## config.mk

```make
export PLATFORM = sky130hd
export DESIGN_NAME = bus_stable_filter
export DESIGN_NICKNAME = d
export VERILOG_FILES = /design/src/rtl/bus_stable_filter.sv
export SDC_FILE = /design/constraint.sdc
export NUM_CORES = 1
export LEC_CHECK = 0
export ABC_AREA = 1
export CORE_MARGIN = 5
export CORE_UTILIZATION = 55
export DETAILED_ROUTE_END_ITERATION = 10
export PLACE_DENSITY = 0.79
export SLEW_MARGIN = 20
export SYNTH_ARGS = -nofsm -noshare
export SYNTH_HDL_FRONTEND = slang
export SYNTH_SLANG_ARGS = --single-unit
```

## constraint.sdc

```tcl
create_clock -name clk -period 3.6 [get_ports clk]
set_input_delay 0.36 -clock clk [delete_from_list [all_inputs] [get_ports clk]]
set_output_delay 0.36 -clock clk [all_outputs]
set_load 0.01 [all_outputs]
```

## src/rtl/bus_stable_filter.sv

```systemverilog
// bus_stable_filter
// Qualifies a raw multi-bit bus before it reaches the bus delay line. The raw
// bus is registered every cycle. A new value is forwarded to outbus only after
// it has been seen on the registered bus for STABLE_CYCLES consecutive cycles.
// Every accepted change produces a one-cycle upd_pulse. Every aborted or
// restarted candidate is counted in a saturating glitch counter.
//
// Ports:
//   clk         rising-edge clock
//   rst_n       asynchronous active-low reset
//   en          qualification enable
//   force_ld    load the registered bus straight to outbus, bypassing qualification
//   glitch_clr  synchronous clear of glitch_cnt (wins over an increment)
//   inbus       raw bus
//   outbus      qualified, registered bus
//   upd_pulse   one-cycle pulse whenever outbus takes a new value
//   qualifying  high while a candidate is being qualified
//   glitch_cnt  saturating count of aborted or restarted candidates

module bus_stable_filter #(
   parameter int                   BUS_WIDTH     = 8,
   parameter int                   STABLE_CYCLES = 4,
   parameter int                   CNT_WIDTH     = 8,
   parameter logic [BUS_WIDTH-1:0] INIT_VAL      = '0
) (
   input  logic                 clk,
   input  logic                 rst_n,
   input  logic                 en,
   input  logic                 force_ld,
   input  logic                 glitch_clr,
   input  logic [BUS_WIDTH-1:0] inbus,
   output logic [BUS_WIDTH-1:0] outbus,
   output logic                 upd_pulse,
   output logic                 qualifying,
   output logic [7:0]           glitch_cnt
);

   typedef enum logic {
      IDLE,
      QUAL
   } state_t;

   // The candidate is accepted on the cycle where it is seen for the
   // STABLE_CYCLES-th time, i.e. when the counter already holds STABLE_CYCLES-1.
   localparam logic [CNT_WIDTH-1:0] CNT_LAST = CNT_WIDTH'(STABLE_CYCLES - 1);
   localparam logic [CNT_WIDTH-1:0] CNT_ONE  = CNT_WIDTH'(1);

   state_t               state;
   state_t               state_nxt;
   logic [BUS_WIDTH-1:0] in_q;
   logic [BUS_WIDTH-1:0] cand;
   logic [BUS_WIDTH-1:0] cand_nxt;
   logic [CNT_WIDTH-1:0] cnt;
   logic [CNT_WIDTH-1:0] cnt_nxt;
   logic [BUS_WIDTH-1:0] outbus_nxt;
   logic                 upd_nxt;
   logic                 glitch_inc;

   // Input register: every decision is made on the registered bus so the
   // comparison logic never sees the raw, possibly asynchronous, input.
   always_ff @(posedge clk or negedge rst_n) begin
      if (!rst_n) begin
         in_q <= INIT_VAL;
      end else begin
         in_q <= inbus;
      end
   end

   // State, candidate, counter and output registers.
   always_ff @(posedge clk or negedge rst_n) begin
      if (!rst_n) begin
         state     <= IDLE;
         cand      <= INIT_VAL;
         cnt       <= '0;
         outbus    <= INIT_VAL;
         upd_pulse <= 1'b0;
      end else begin
         state     <= state_nxt;
         cand      <= cand_nxt;
         cnt       <= cnt_nxt;
         outbus    <= outbus_nxt;
         upd_pulse <= upd_nxt;
      end
   end

   // Next-state logic. force_ld beats en, and en=0 simply parks the block in
   // IDLE without counting the dropped candidate as a glitch.
   always_comb begin
      state_nxt  = state;
      cand_nxt   = cand;
      cnt_nxt    = cnt;
      outbus_nxt = outbus;
      upd_nxt    = 1'b0;
      glitch_inc = 1'b0;

      if (force_ld) begin
         outbus_nxt = in_q;
         upd_nxt    = (in_q != outbus);
         state_nxt  = IDLE;
         cnt_nxt    = '0;
      end else if (!en) begin
         state_nxt = IDLE;
         cnt_nxt   = '0;
      end else begin
         case (state)
            IDLE: begin
               if (in_q != outbus) begin
                  // A single required sample means the first sighting is enough.
                  if (STABLE_CYCLES == 1) begin
                     outbus_nxt = in_q;
                     upd_nxt    = 1'b1;
                     cnt_nxt    = '0;
                  end else begin
                     cand_nxt  = in_q;
                     cnt_nxt   = CNT_ONE;
                     state_nxt = QUAL;
                  end
               end
            end
            QUAL: begin
               if (in_q == cand) begin
                  if (cnt == CNT_LAST) begin
                     outbus_nxt = cand;
                     upd_nxt    = 1'b1;
                     state_nxt  = IDLE;
                     cnt_nxt    = '0;
                  end else begin
                     cnt_nxt = cnt + CNT_ONE;
                  end
               end else if (in_q == outbus) begin
                  // Bus fell back to the current output: the candidate was a glitch.
                  state_nxt  = IDLE;
                  cnt_nxt    = '0;
                  glitch_inc = 1'b1;
               end else begin
                  // A third value appeared: drop the candidate and restart on it.
                  cand_nxt   = in_q;
                  cnt_nxt    = CNT_ONE;
                  glitch_inc = 1'b1;
               end
            end
            default: begin
               state_nxt = IDLE;
               cnt_nxt   = '0;
            end
         endcase
      end
   end

   // Saturating glitch counter; a clear in the same cycle as an abort wins.
   always_ff @(posedge clk or negedge rst_n) begin
      if (!rst_n) begin
         glitch_cnt <= 8'h00;
      end else if (glitch_clr) begin
         glitch_cnt <= 8'h00;
      end else if (glitch_inc && (glitch_cnt != 8'hFF)) begin
         glitch_cnt <= glitch_cnt + 8'h01;
      end
   end

   assign qualifying = (state == QUAL);

endmodule

```

After elaboration in Yosys (flattened, before gate mapping)
Index checks and enable logic that the tools add are counted.

cells by class
  add/subtract/negate cells = 2
  multiplexer cells = 34
  reduce and logical (&&, ||, !) cells = 8
  eq/ne operators = 9
  bitwise gates (word level) = 2

operators with widths
  kind                 number
  $mux 8               15
  $pmux 8 s2           2
  $add 8x1->8 const B  2
  $eq 8x8->1           2
  $mux 1               16
  $reduce_bool 2->1    5
  $eq 8x2->1 const B   1
  $ne 8x8->1           1
  $ne 8x8->1 const B   1
  $ne 2x2->1 const B   3
  $reduce_and 5->1     1
  $ne 4x4->1 const B   1
  $reduce_and 4->1     1
  $not 1->1            2
  $pmux 1 s2           1
  $logic_and 1x1->1    1

word-level totals
  output and inout port bits = 18
  bits of input ports = 13
  bits in registers = 42
  logic and storage cells = 62

Depth between registers and ports, before layout
Gate-level depths: netlist (run 1).

  word-level depth = 8
  gate-level depth with buffers = 12
  mapped depth without buffers = 11

Worst setup path after synthesis (run 1)
Ideal clock, no wire load.

  kind = register to register
  from = reg glitch_cnt[0]
  to = reg glitch_cnt[1]
  required time = 3482 ps
  library setup time = 118 ps
  period minus slack after synthesis = 1463 ps
  data arrival time = 1344 ps
  setup slack = 2137 ps
  buffers on the path = 0
  stages on the path, launching flop included = 9
  path through = dfrtp_1 > ha_1 > nand3_1 > nor2_1 > a31oi_2 > nand2_4 > nand2_4 > nand3_1 > nand2_1

between the ends
  word-level cells in the longest chain between the ends = 3
  elaborated cells on any way between the ends = 6
  classes of those cells = add/sub: 1; eq/ne: 1; mux: 2; reduce/logical: 2

ends and longest elaborated chain
  what                                         RTL line  text
  start, declared                              35        output logic [7:0] glitch_cnt
  start signal, assigned                       157       glitch_cnt <= glitch_cnt + 8'h01;
  $add 8x1->8 or $ne 8x8->1 (tied branches)    157, 156
  $mux 8 or $logic_and 1x1->1 (tied branches)  156       end else if (glitch_inc && (glitch_cnt != 8'hFF)) begin
  $mux 8 or $reduce_bool 2->1 (tied branches)  n/a

Several ways; a longest one is shown, not always the timed one. The select of a mux whose other input is x is not followed.
A chain may end at the register's enable or synchronous reset.

Worst setup path after layout (run 1)
  from = in force_ld
  to = reg glitch_cnt[2]

between the ends
  word-level cells in the longest chain between the ends = 3

ends and longest elaborated chain
  what                         RTL line  text
  start, declared              29        input logic force_ld,
  $mux 1                       96        if (force_ld) begin
  $logic_and 1x1->1            156
  $reduce_bool 2->1 (no line)  n/a

Every way passes these cells.

==> flow_summary.toml, run 1 <==
[worst_setup_path]
cp.required_ps = 3830
ff2ff_path_depth = 8
cp_max_fo = 20
critPathArrivalTime_ps = 2180
slowest_stage = "clkdlybuf4s50_1"
worstSetupPathType = "primary input to flop"
critPathMaxStageDelay_ps = 760
r2r_start = "glitch_cnt[0]"
path_cells = "clkdlybuf4s50_1 > nor2_1 > nand2_1 > a31oi_2 > nand2_4 > nand2_4 > nand3_1 > nand2_1"
crit_path_start_kind = "primary input"
endpoint_kind = "flop"
r2r_end = "glitch_cnt[3]"
r2r_setup_slack_ps = 1980

[sta]
finalCritPeriodShare_pct = 54.2
hold_ws_ps = 202
slew_violations = 0
finalHoldViolCount = 0
fin_skew_ps = 7.17
setup_tns_ps = 0
period_minus_slack_ps = 1950
tightest_slew_ps = 926
rsz0062_at_grt = "false"
setup_viol = 0
slew_headroom_pct = 38.3
fmax_ghz = 0.513

[clocking]
clock_latency_ps = 290
cts_max_level = 2
cts_resized = 0
clock-sinks = 42
hold_buffers = 0
tritoncts = "yes"
cts_buffers = 5
clk_pin_slew_worst_paths_ps = 80
cts_buffer_depth = 2
root_buffer = "clkbuf_8"
cts_setup_buffers = 0

[grt]
gr-max-usage-layer = "met2"
met3_usage_pct = 4.63
grt_pass1_wl_um = 8600
use_met1_pct = 21.9
grt_max_degree = 43
grt_pass1_vias = 2000
antenna_found_initial = 0
grtUsageMet2_pct = 30.1
grt_usage_pct = 17.5
gr-total-overflow = 0

[final_layout]
fillers = 380
final_area_mm2 = 0.00290
fin_util_pct = 65.8
diodes = 0
multi_input_area_mm2 = 0.00127
seq_area_mm2 = 0.00105
stdcell_count = 421
drive_gt1_share_pct = 11.9
mostFrequentLayoutCells = "nand2_1 (138), dfrtp_1 (42), inv_1 (31), clkdlybuf4s50_1 (29), nor2_1 (24)"
final_net_count = 385
area_growth_pct = 14.7
final_common_cell = "nand2_1"

[routing]
drc = 0
via_per_inst = 4.95
drt-initial-drc-count = 124
routed_wl_um = 4900
drt_first_pass_iters = 4
wire_per_inst_um = 11.6
antenna_left = 0
via_count = 2084

[die]
row_count = 24
die-area_mm2 = 0.00606
start_util_pct = 57.4
die_w_um = 77.9
core_mm2 = 0.00441
die_h_um = 77.9
io_pins = 31

[placement]
dpl.cell_count = 414
dp_hpwl_um = 3610
numPortBuffers = 30
place_congestion = 0.894
postPlaceCellArea_mm2 = 0.00283

[synthesis]
mappedNetlistArea_mm2 = 0.00253
avgSynthCellArea_um2 = 7.47
ys_seq_elements = 42
yosysSeqAreaShare_pct = 41.5
syn-num-nets = 355
ys_types = 29
syn_inst = 339
yosysWarnings = 0

[power]
power_leakage_uw = 0.00153
p_int_uw = 749
switching_share_pct = 29.8
power_density_mw_per_mm2 = 367
peakVddDrop_mv = 0.263
p_clk_share_pct = 26.3
p_seq_share_pct = 51.9
pwr-share-comb_pct = 21.8
switchingPower_uw = 318

[hold_path]
worstHoldPathType = "primary input to asynchronous set/reset pin"

[run_status]
status = "complete, no violations"

[flow_run]
drv_cap = 0
[worst max-delay path by stage]
| stage | startpoint | cells past startpoint | slack (ps) | end |
|---|---|---|---|---|
| floorplan | glitch_cnt[0] | 8 | 2140 | glitch_cnt[1] |
| global placement | force_ld | 8 | 1420 | glitch_cnt[6] |
| detailed placement | force_ld | 8 | 1380 | glitch_cnt[3] |
| CTS | force_ld | 8 | 1680 | glitch_cnt[2] |
| global route | force_ld | 8 | 1470 | glitch_cnt[2] |
| finish | force_ld | 8 | 1650 | glitch_cnt[2] |
[per-layer routing]
metal / part of all wire [%] / wire, µm / vias up
met3: 3.6 / 176 / 5
met4: 0.94 / 46 / 0
met5: 0 / 0 / -
met2: 48 / 2330 / 31
met1: 48 / 2350 / 956
li1: - / - / 1092
[layout make-up]
class | count | share of cell area [%]
Sequential cell | 42 | 36.2
Clock buffer | 7 | 2.63
Multi-Input combinational cell | 251 | 43.7
Inverter | 39 | 5.04
Tap cell | 52 | 2.24
Timing Repair Buffer | 30 | 10.2
[power groups by stage]
stage,combinational (µW),clock (µW),sequential (µW)
3_5_place_dp,235,0,563
3_3_place_gp,229,0,562
5_1_grt,263,323,561
2_1_floorplan,143,0,562
6_report,232,281,554
4_1_cts,236,296,554
[metrics by stage]
| stage | worst slack (ps) | power, µW |
|---|---|---|
| after global placement | 1420 | 791 |
| final | 1650 | 1070 |
| after CTS | 1680 | 1090 |
| after floorplan | 2140 | 705 |
| after global routing | 1470 | 1150 |
| after detailed placement | 1380 | 798 |
[sequential cells by signal, summed over array words and instances (netlist names)]
signal / cells
cnt: 8
qualifying: 1
upd_pulse: 1
outbus: 8
glitch_cnt: 8
in_q: 8
cand: 8
[cells in the mapped netlist, drive strengths merged]
| library cell | count | share of area [%] |
|---|---|---|
| nand2 | 150 | 25 |
| dfrtp | 42 | 42 |
| inv | 39 | 5.8 |
| nor2 | 35 | 6.8 |
| nand3 | 24 | 6.2 |
| o21ai | 12 | 2.4 |
| xor2 | 9 | 3.1 |
| buf | 5 | 2.1 |
| xnor2 | 5 | 1.7 |
| a21oi | 3 | 0.74 |
| ha | 3 | 1.5 |
| nand4 | 3 | 0.74 |
| nor3 | 3 | 0.79 |
| nand3b | 2 | 0.74 |
| a31oi | 1 | 0.49 |
| clkbuf | 1 | 0.15 |
| dlygate4sd1 | 1 | 0.35 |
| nor3b | 1 | 0.30 |
[critical path: cells and delay by family]
| family | cells | cell delay (ps) |
|---|---|---|
| buf+inv | 1 | 760 |
| compound gates | 1 | 220 |
| simple gates | 6 | 820 |
[logic make-up (layout without fill, tap and decap cells)]
kind of cell             count (synthesis)  count (layout)  share of synthesized area (%)
AND/OR/NAND/NOR                        218             218                           40.2
buffers and inverters                   46              76                           8.35
flip-flops                              42              42                           41.5
AO/OA/AOI/OAI                           16              16                           3.61
XOR/XNOR                                14              14                           4.84
adder cells (fa/ha/maj)                  3               3                           1.48
Note: power is estimated with default switching activity, not from simulation.
==> run 2: changes to the inputs <==
- clock period: 3.6 -> 1.9 ns (I/O delays scaled with it)
==> run 2 against run 1 <==
Critical path depth is 1 higher. Total power is 97% higher. Via count is 1.7% higher. Global-route usage is 0.53 points higher. Largest power group unchanged. Routed wire length is 3.3% higher. Combinational power is 95% higher. Die area stayed put. Cell count is 1.2% higher. Highest routed layer unchanged. Critical endpoint is now cand[1]. Count of clock-buffer cells in the layout is 1 lower. Worst setup slack worse by 1400 ps. Core utilization is 1.2 points higher.
==> flow_summary.toml, run 2 (same netlist as run 1, synthesis figures left out) <==
[grt]
grt_pass1_wl_um = 8870
grt_usage_pct = 18.0
grt_max_degree = 21
antenna_found_initial = 0
gr-total-overflow = 0
grt_pass1_vias = 1964

[final_layout]
multi_input_area_mm2 = 0.00127
drive_gt1_share_pct = 13.4
final_net_count = 389
seq_area_mm2 = 0.00105
fillers = 373
mostFrequentLayoutCells = "nand2_1 (138), dfrtp_1 (42), inv_1 (31), clkdlybuf4s50_1 (29), nor2_1 (24)"
diodes = 0
final_common_cell = "nand2_1"
area_growth_pct = 16.7

[clocking]
cts_setup_buffers = 0
root_buffer = "clkbuf_8"
tritoncts = "yes"
hold_buffers = 1
clk_pin_slew_worst_paths_ps = 80
cts_buffers = 5
cts_max_level = 2
clock_latency_ps = 300
cts_resized = 0
clock-sinks = 42
cts_buffer_depth = 2

[routing]
drt-initial-drc-count = 70
routed_wl_um = 5060
drc = 0
via_count = 2120
wire_per_inst_um = 11.9
via_per_inst = 4.98
antenna_left = 0
drt_first_pass_iters = 4

[worst_setup_path]
crit_family = "simple AND/OR/NAND/NOR gates"
path_cells = "xnor2_1 > nand2_1 > nor2_2 > nand2_1 > nand2_2 > inv_2 > nand2_4 > nand2_1 > nand2_1"
crit_path_start_kind = "flop"
endpoint_kind = "flop"
worstSetupPathType = "flop to flop"
cp.required_ps = 2140
r2r_start = "in_q[7]"
slowest_stage = "dfrtp_1"
r2r_end = "cand[1]"
critPathMaxStageDelay_ps = 440
cp_max_fo = 8
r2r_setup_slack_ps = 250
critPathArrivalTime_ps = 1890
crit_top_cell = "nand2_1"
ff2ff_path_depth = 9
cp_num_buf_inv = 1

[hold_path]
holdPathEnd = "in_q[1]"
worstHoldPathType = "primary input to flop"
worst_hold_startpoint = "inbus[1]"
whs_path_depth = 1

[die]
die-area_mm2 = 0.00606
row_count = 24
start_util_pct = 57.4
io_pins = 31
core_mm2 = 0.00441
die_w_um = 77.9
die_h_um = 77.9

[run_status]
status = "complete, no violations"

[sta]
fin_skew_ps = 8.44
rsz0062_at_grt = "false"
finalHoldViolCount = 0
setup_tns_ps = 0
finalCritPeriodShare_pct = 87.1
period_minus_slack_ps = 1650
fmax_ghz = 0.604
tightest_slew_ps = 440
slew_violations = 0
setup_viol = 0
slew_headroom_pct = 70.6

[placement]
place_congestion = 0.844
numPortBuffers = 30
dp_hpwl_um = 3790

[power]
peakVddDrop_mv = 0.620
power_density_mw_per_mm2 = 711
power_leakage_uw = 0.00156
fin_total_pwr_uw = 2100

[flow_run]
drv_cap = 0
[run 2: changes by cell type in the layout (fill, tap and decap cells not counted)]
cell           delta
buf_4             +3
clkbuf_1          -2
clkbuf_8          +1
clkinv_2          +1
clkinvlp_4        +1
dlygate4sd3_1     +1
[run 2: how the worst max path moves through the flow]
stage	from	slack [ps]	endpoint	cells past startpoint
6_report	in_q[7]	250	cand[1]	9
5_1_grt	in_q[7]	130	cand[6]	9
4_1_cts	in_q[7]	250	cand[1]	9
3_5_place_dp	force_ld	190	glitch_cnt[3]	8
3_3_place_gp	en	260	glitch_cnt[6]	9
2_1_floorplan	glitch_cnt[0]	440	glitch_cnt[1]	8
[run 2: where the power goes]
group          switching (µW)  internal, µW  leakage (µW)
sequential               84.1           965      0.000527
clock                     306           292     0.0000472
combinational             247           207      0.000985
[run 2: layer usage]
metal	vias up	routed length [µm]	GRT usage [%]	part of all wire, %
met4	0	87	5.84	1.7
met5	-	0	0	0
met1	963	2330	23.9	46
met2	43	2420	29.1	48
li1	1106	-	-	-
met3	8	222	4.17	4.4
[run 2: final cells by class]
class | count | area share (%)
Inverter | 39 | 4.95
Clock inverter | 2 | 0.423
Multi-Input combinational cell | 251 | 43.0
Sequential cell | 42 | 35.6
Timing Repair Buffer | 34 | 11.1
Tap cell | 52 | 2.20
Clock buffer | 6 | 2.79
[run 2: through the flow]
stage	instance area [µm²]	utilization [%]	setup slack [ps]	cells	hold WS, ps
2_1_floorplan	2530	-	437	339	-106
3_3_place_gp	2850	64.6	264	417	157
3_5_place_dp	2850	64.6	194	417	157
4_1_cts	2960	67.0	250	426	317
5_1_grt	2960	67.0	128	426	310
6_report	2960	67.0	245	426	324
==> run 3: changes to the inputs <==
- SETUP_SLACK_MARGIN: unset -> 0.2
==> run 3 against run 2 <==
Core utilization up 0.40 points. Register-to-register slack better by 70 ps. Via count down 0.57%. Die area unchanged. Critical endpoint is now qualifying. Largest cell class unchanged.
==> flow_summary.toml, run 3 (same netlist as run 1, synthesis figures left out) <==
[grt]
gr-total-overflow = 0
grt_max_degree = 21
grt_pass1_wl_um = 8870
antenna_found_initial = 0
grt_pass1_vias = 1964
grt_usage_pct = 18.0

[worst_setup_path]
crit_path_start_kind = "flop"
slowest_stage = "clkdlybuf4s50_1"
cp_num_buf_inv = 1
crit_family = "buffers and inverters"
worstSetupPathType = "flop to primary output"
critPathArrivalTime_ps = 1420
endpoint_kind = "primary output"
path_cells = "clkdlybuf4s50_1"
cp.required_ps = 1710
critPathMaxStageDelay_ps = 600
cp_max_fo = 7

[final_layout]
final_net_count = 389
drive_gt1_share_pct = 14.2
final_area_mm2 = 0.00297
seq_area_mm2 = 0.00105
area_growth_pct = 17.4
fin_util_pct = 67.3
multi_input_area_mm2 = 0.00129
final_common_cell = "nand2_1"
mostFrequentLayoutCells = "nand2_1 (138), dfrtp_1 (42), inv_1 (31), clkdlybuf4s50_1 (29), nor2_1 (22)"
diodes = 0
fillers = 370

[power]
power_leakage_uw = 0.00157
peakVddDrop_mv = 0.620
power_density_mw_per_mm2 = 707

[sta]
slew_violations = 0
slew_headroom_pct = 70.6
finalHoldViolCount = 0
tightest_slew_ps = 441
rsz0062_at_grt = "true"
fin_skew_ps = 8.53
hold_ws_ps = 324
finalCritPeriodShare_pct = 84.9
period_minus_slack_ps = 1610
setup_viol = 0
fmax_ghz = 0.620
setup_tns_ps = 0

[placement]
place_congestion = 0.844
postPlaceCellArea_mm2 = 0.00285
numPortBuffers = 30
dp_hpwl_um = 3790

[die]
die_w_um = 77.9
row_count = 24
die-area_mm2 = 0.00606
die_h_um = 77.9
io_pins = 31
core_mm2 = 0.00441
start_util_pct = 57.4

[clocking]
clock_latency_ps = 300
root_buffer = "clkbuf_8"
cts_buffer_depth = 2
cts_max_level = 2
clock-sinks = 42
tritoncts = "yes"
clk_pin_slew_worst_paths_ps = 80
cts_buffers = 5

[routing]
drt_first_pass_iters = 6
via_count = 2108
antenna_left = 0
drt-initial-drc-count = 58
wire_per_inst_um = 11.9
drc = 0
routed_wl_um = 5070
via_per_inst = 4.95

[hold_path]
worstHoldPathType = "primary input to flop"

[flow_run]
drv_cap = 0

[run_status]
status = "complete, no violations"
==> run 3: final timing paths <==
check | end | slack (ps) | cells past startpoint | start
setup / recovery | qualifying | 290 | 1 | qualifying
max in group asynchronous | glitch_cnt[7] | 990 | 3 | rst_n
min in group asynchronous | in_q[5] | 370 | 2 | rst_n
hold / removal | in_q[1] | 320 | 1 | inbus[1]
hold reg to reg | cand[7] | 510 | 2 | cand[7]
setup reg to reg | cand[1] | 320 | 9 | in_q[7]
==> run 3: where the power goes <==
| group | internal [µW] | switching, µW |
|---|---|---|
| sequential | 965 | 85.9 |
| clock | 292 | 305 |
| combinational | 210 | 246 |
==> run 3: per-layer routing <==
metal | up-vias | track usage, % | wire (µm)
met3 | 6 | 4.17 | 206
met5 | - | 0 | 0
met4 | 0 | 5.84 | 65
li1 | 1105 | - | -
met2 | 34 | 29.1 | 2440
met1 | 963 | 23.9 | 2360
==> run 3: metrics by stage <==
| stage | worst slack [ps] | std cells | power, µW |
|---|---|---|---|
| global placement | 264 | 417 | 1510 |
| detailed placement | 194 | 417 | 1520 |
| floorplan | 437 | 339 | 1340 |
| global route | 187 | 426 | 2240 |
| finish | 287 | 426 | 2100 |
| CTS | 250 | 426 | 2120 |
==> run 3: final cells by class <==
cell class	count	area share (%)
clock buffers	6	2.78
clock inverters	2	0.421
inverters	39	4.92
multi-input cells	251	43.3
flip-flops and latches	42	35.4
well taps	52	2.19
repair buffers	34	11.0
==> run 3: repair_timing <==
| item | CTS | global route |
|---|---|---|
| gates resized for setup | 0 | 4 |
| buffers inserted | 0 | 0 |
| endpoints found under the hold margin | 18 | 0 |
| setup endpoints to repair | 0 | 25 |
| hold buffers | 1 | 0 |
